**src/rtl/pe_bfly_gen.sv**
```systemverilog
// rtl/pe_bfly_gen.sv - handshaked modular butterfly PE (CT / GS / MUL / BYPASS); optional GS halving under macro PE_GS_HALF_EN
module pe_bfly_gen #(
   parameter int DATA_W  = 12,
   parameter int Q       = 3329,
   parameter int MUL_LAT = 3,
   parameter int TAG_W   = 8
) (
   input  logic              clk,
   input  logic              rst,
   input  logic              in_valid,
   output logic              in_ready,
   input  logic [1:0]        in_mode,
   input  logic [DATA_W-1:0] in_a,
   input  logic [DATA_W-1:0] in_b,
   input  logic [DATA_W-1:0] in_w,
   input  logic [TAG_W-1:0]  in_tag,
   output logic              out_valid,
   input  logic              out_ready,
   output logic [DATA_W-1:0] out_x,
   output logic [DATA_W-1:0] out_y,
   output logic [TAG_W-1:0]  out_tag,
   output logic              busy
);
   localparam int LAT = MUL_LAT + 2;
   localparam int PW  = 2 * DATA_W;
   localparam logic [DATA_W:0] QX = (DATA_W+1)'(Q);

   localparam logic [1:0] MODE_CT  = 2'b00;
   localparam logic [1:0] MODE_GS  = 2'b01;
   localparam logic [1:0] MODE_MUL = 2'b10;

   // Operands are already reduced, so one conditional correction suffices.
   function automatic logic [DATA_W-1:0] add_mod(input logic [DATA_W-1:0] x, input logic [DATA_W-1:0] y);
      logic [DATA_W:0] s;
      s = {1'b0, x} + {1'b0, y};
      if (s >= QX) s = s - QX;
      return s[DATA_W-1:0];
   endfunction

   function automatic logic [DATA_W-1:0] sub_mod(input logic [DATA_W-1:0] x, input logic [DATA_W-1:0] y);
      logic [DATA_W:0] d;
      d = {1'b0, x} - {1'b0, y};
      if (x < y) d = d + QX;
      return d[DATA_W-1:0];
   endfunction

   // Exact residue of a full-width product; constant divisor.
   function automatic logic [DATA_W-1:0] red_mod(input logic [PW-1:0] v);
      logic [PW-1:0] r;
      r = v % PW'(Q);
      return DATA_W'(r);
   endfunction

`ifdef PE_GS_HALF_EN
   // v * 2^-1 mod Q: odd values borrow Q (Q odd) to become even before the shift.
   function automatic logic [DATA_W-1:0] half_mod(input logic [DATA_W-1:0] v);
      logic [DATA_W:0] t;
      t = v[0] ? ({1'b0, v} + QX) : {1'b0, v};
      return DATA_W'(t >> 1);
   endfunction
`endif

   logic              adv;
   logic [LAT:1]      vld;
   logic [1:0]        mode_q [1:LAT-1];
   logic [TAG_W-1:0]  tag_q  [1:LAT-1];
   logic [DATA_W-1:0] u_q    [1:LAT-1];   // operand that bypasses the multiplier
   logic [DATA_W-1:0] m_q    [1:LAT-1];   // multiplier operand, also the bypass y value
   logic [DATA_W-1:0] w_q;
   logic [PW-1:0]     mul_full;
   logic [DATA_W-1:0] p_res_q;            // multiplier result, aligned with stage LAT-1
   logic [DATA_W-1:0] u_nx, m_nx;
   logic [DATA_W-1:0] x_nx, y_nx;

   assign adv       = !vld[LAT] || out_ready;
   assign in_ready  = adv;
   assign out_valid = vld[LAT];
   assign busy      = |vld;
   assign mul_full  = PW'(m_q[1]) * PW'(w_q);

   // Stage 1 pre-add/sub: choose what feeds the multiplier and what goes around it.
   always_comb begin
      u_nx = in_a;
      m_nx = in_b;
      case (in_mode)
         MODE_GS: begin
            u_nx = add_mod(in_a, in_b);
            m_nx = sub_mod(in_a, in_b);
         end
         MODE_MUL: begin
            u_nx = in_b;
            m_nx = in_a;
         end
         default: ;
      endcase
   end

   // Stage LAT post-add/sub (and halving for GS when enabled).
   always_comb begin
      x_nx = u_q[LAT-1];
      y_nx = m_q[LAT-1];
      case (mode_q[LAT-1])
         MODE_CT: begin
            x_nx = add_mod(u_q[LAT-1], p_res_q);
            y_nx = sub_mod(u_q[LAT-1], p_res_q);
         end
         MODE_GS: begin
`ifdef PE_GS_HALF_EN
            x_nx = half_mod(u_q[LAT-1]);
            y_nx = half_mod(p_res_q);
`else
            x_nx = u_q[LAT-1];
            y_nx = p_res_q;
`endif
         end
         MODE_MUL: begin
            x_nx = p_res_q;
            y_nx = u_q[LAT-1];
         end
         default: ;
      endcase
   end

   // Valid bits and output register: reset clears them, otherwise they move only on advance.
   always_ff @(posedge clk) begin
      if (rst) begin
         vld     <= '0;
         out_x   <= '0;
         out_y   <= '0;
         out_tag <= '0;
      end else if (adv) begin
         vld     <= {vld[LAT-1:1], in_valid};
         out_x   <= x_nx;
         out_y   <= y_nx;
         out_tag <= tag_q[LAT-1];
      end
   end

   // Payload shift register for stages 1..LAT-1; contents are qualified by vld.
   always_ff @(posedge clk) begin
      if (adv) begin
         mode_q[1] <= in_mode;
         tag_q[1]  <= in_tag;
         u_q[1]    <= u_nx;
         m_q[1]    <= m_nx;
         w_q       <= in_w;
         for (int i = 2; i < LAT; i++) begin
            mode_q[i] <= mode_q[i-1];
            tag_q[i]  <= tag_q[i-1];
            u_q[i]    <= u_q[i-1];
            m_q[i]    <= m_q[i-1];
         end
      end
   end

   generate
      if (MUL_LAT == 1) begin : g_mul_one
         // Single multiplier stage: multiply and reduce together.
         always_ff @(posedge clk) begin
            if (adv) p_res_q <= red_mod(mul_full);
         end
      end else begin : g_mul_multi
         logic [PW-1:0] prod_q [0:MUL_LAT-2];
         // Product first, delay through spare stages, reduce in the last multiplier stage.
         always_ff @(posedge clk) begin
            if (adv) begin
               prod_q[0] <= mul_full;
               for (int i = 1; i < MUL_LAT-1; i++) prod_q[i] <= prod_q[i-1];
               p_res_q <= red_mod(prod_q[MUL_LAT-2]);
            end
         end
      end
   endgenerate
endmodule

```
**config.mk**
```make
export PLATFORM = sky130hd
export DESIGN_NAME = pe_bfly_gen
export DESIGN_NICKNAME = d
export VERILOG_FILES = /design/src/rtl/pe_bfly_gen.sv
export SDC_FILE = /design/constraint.sdc
export NUM_CORES = 1
export LEC_CHECK = 0
export CORE_MARGIN = 5
export CORE_UTILIZATION = 55
export DETAILED_ROUTE_END_ITERATION = 10
export GPL_ROUTABILITY_DRIVEN = 0
export GPL_TIMING_DRIVEN = 0
export HOLD_SLACK_MARGIN = 0.02
export PLACE_DENSITY = 0.73
export SLEW_MARGIN = 5
export SYNTH_ARGS = -nofsm -noshare
export SYNTH_HDL_FRONTEND = slang
export SYNTH_SLANG_ARGS = --single-unit
```
**constraint.sdc**
```tcl
create_clock -name clk -period 31.3 [get_ports clk]
set_input_delay 6.26 -clock clk [delete_from_list [all_inputs] [get_ports clk]]
set_output_delay 6.26 -clock clk [all_outputs]
set_load 0.1 [all_outputs]
```
==> results.ini <==
[synthesis]
yosys-top-cells-area=edfxtp_1 (29%), fa_1 (9.6%), ha_1 (7.0%)
syn_avg_cell_area_um2=9.23
synth_edf_count=208
ys.flop_type=edfxtp_1
synthAdderAreaFrac=0.167
yosys_warnings=0
synth_compound_area_frac=0.185
synth_cell_types=117
syn_area_um2=21800
synth_top_family_by_area=compound AO/OA/AOI/OAI gates
synthSimpleGateAreaFrac=0.178
synthMuxAreaShare=0.0269
synth_nets=2632
synth-seq-area-share=0.321
synth_xor_area_frac=0.0668
synth_seq_cells=245
synth_top_area_share=0.287
netlist_instances=2356
synthArstFlopShare=0
yosysTopAreaCell=edfxtp_1

[worst_setup_path]
path_class=in -> out
max_stage_delay_ns=1.28
rr_worst_depth=50
crit_family=buffers and inverters
arrival_ns=9.60
crit_path_end_kind=primary output
r2r-end=p_res_q[4]
critical_path_depth=7
crit_chain=clkdlybuf4s50_1, nor2b_1, clkbuf_1, inv_1, clkbuf_1, clkbuf_4, clkdlybuf4s50_1
r2r_start=g_mul_multi.prod_q[0][47]
path_buf_inv=6
cp-endpoint=in_ready
r2r_setup_slack_ns=16.03
crit_path_start=out_ready
crit_slowest_cell=clkdlybuf4s50_1
required_ns=25.04
crit_fanout=59
critPathLaunchType=input pin

[route]
drt_iter0_drc=1587
ant_nets=0
vias=17900
drcViolationCount=0
wl_per_cell_um=17.2
drtPass1Iterations=6
routed_wl_um=51700
via_per_inst=5.94

[clocking]
cts_inserted_buffers=26
clock_sinks=245
root_buffer=clkbuf_16
clk_pin_slew_ns=0.06
cts-resized-gates=0
h-tree-depth=1
cts_tree=yes
post_cts_buffers=0
cts.path.max_buffers=3
clock_latency_ns=0.57
ctsHoldBuffers=0

[timing]
worstMarginPinSlew_ns=1.23
fin_setup_tns_ns=0
setup_violations=0
clock_skew_ns=0.0393
rsz0062_at_grt=false
hold_violations=0
relSlewSlack=0.172
fin_crit_ns=15.86
max_freq_mhz=63.1
setup_ws_ns=15.44
slew_violations=0
fin_crit_sh=0.507

[global_routing]
antenna_found_initial=0
grt_overflow=0
grt_max_degree=60
gr-usage-all-layers=0.232
grt_pass1_wl_um=86900
grt_pass1_vias=17600

[placed_design]
placed_area_um2=23300
pre_cts_ws_ns=15.44
dp_hpwl_um=39600
port_buffers=83

[die]
num_rows=72
initial_utilization=0.559
die_area_um2=43600
die_y_um=209
die_x_um=209
core_area_um2=38900
ios=85

[min_path]
min_path_type=reg -> reg

[status]
status=completed

[finish]
n_antenna_cell=0
area_growth_pct=11.5
drive_gt1_frac=0.0683
final_cell_mix=nand2_1 (271), edfxtp_1 (208), inv_1 (195), nor2_1 (186), a21oi_1 (167)
nNetsFinal=2746
mostFrequentLayoutCell=nand2_1
design_area_um2=24300

[run]
cap_violations=0

==> per-layer routing <==
metal,vias to the layer above,track usage,wire length [um]
met5,-,0,0
met4,0,0.0524,1090
met3,88,0.0411,3250
met2,551,0.382,24600
met1,8612,0.324,22800
li1,8615,-,-
==> stage by stage <==
stage | util | hold slack (ns) | cells
finish | 0.623 | 0.412 | 3008
global route | 0.623 | 0.422 | 3008
CTS | 0.623 | 0.417 | 3008
detailed placement | 0.599 | 0.405 | 2960
global placement | 0.597 | 0.401 | 2957
floorplan | - | 0.400 | 2356
==> how the worst min path moves through the flow <==
| stage | depth (start not counted) | start | end |
|---|---|---|---|
| floorplan | 0 | g_mul_multi.prod_q[0][0] | g_mul_multi.prod_q[0][24] |
| global placement | 0 | m_q[0][24] | m_q[0][36] |
| detailed placement | 0 | g_mul_multi.prod_q[0][20] | g_mul_multi.prod_q[0][44] |
| CTS | 0 | u_q[0][39] | u_q[0][51] |
| global route | 0 | u_q[0][16] | u_q[0][28] |
| finish | 0 | u_q[0][39] | u_q[0][51] |
==> cell type report <==
class	instances	area (um^2)
fill	3246	14700
sequential	245	6990
clock inverter	18	256
tap	518	648
clock buffer	30	686
buffer	112	493
timing repair buffer	86	913
multi-input combinational	1804	13500
inverter	195	732
==> registers in the layout (all words and copies together) (netlist names), 8 cells and up <==
signal              cells
g_mul_multi.prod_q     48
m_q                    48
u_q                    48
tag_q                  32
out_x                  12
out_y                  12
p_res_q                12
w_q                    12
mode_q                  8
out_tag                 8
==> kinds of logic after synthesis <==
kind of cell,after synthesis
flip-flops,245
AND/OR/NAND/NOR,800
AO/OA/AOI/OAI,570
XOR/XNOR,165
multiplexers,41
buffers and inverters,307
adder cells (fa/ha/maj),228
==> cells in the mapped netlist, types with 18 or more instances <==
library cell,n
nand2_1,271
edfxtp_1,208
inv_1,195
nor2_1,186
a21oi_1,167
ha_1,122
xnor2_1,121
fa_1,104
clkbuf_1,85
o21ai_0,81
and2_1,71
nand3_1,51
nor3_1,48
o21bai_1,44
xor2_1,43
dfxtp_1,37
o211ai_1,28
nor4_1,22
or3_1,22
a31oi_1,21
and3_1,19
a211oi_1,18
a21o_1,18
Power is not shown: default switching activity piles up to over one toggle a cycle in this logic, so the estimate is an artifact.
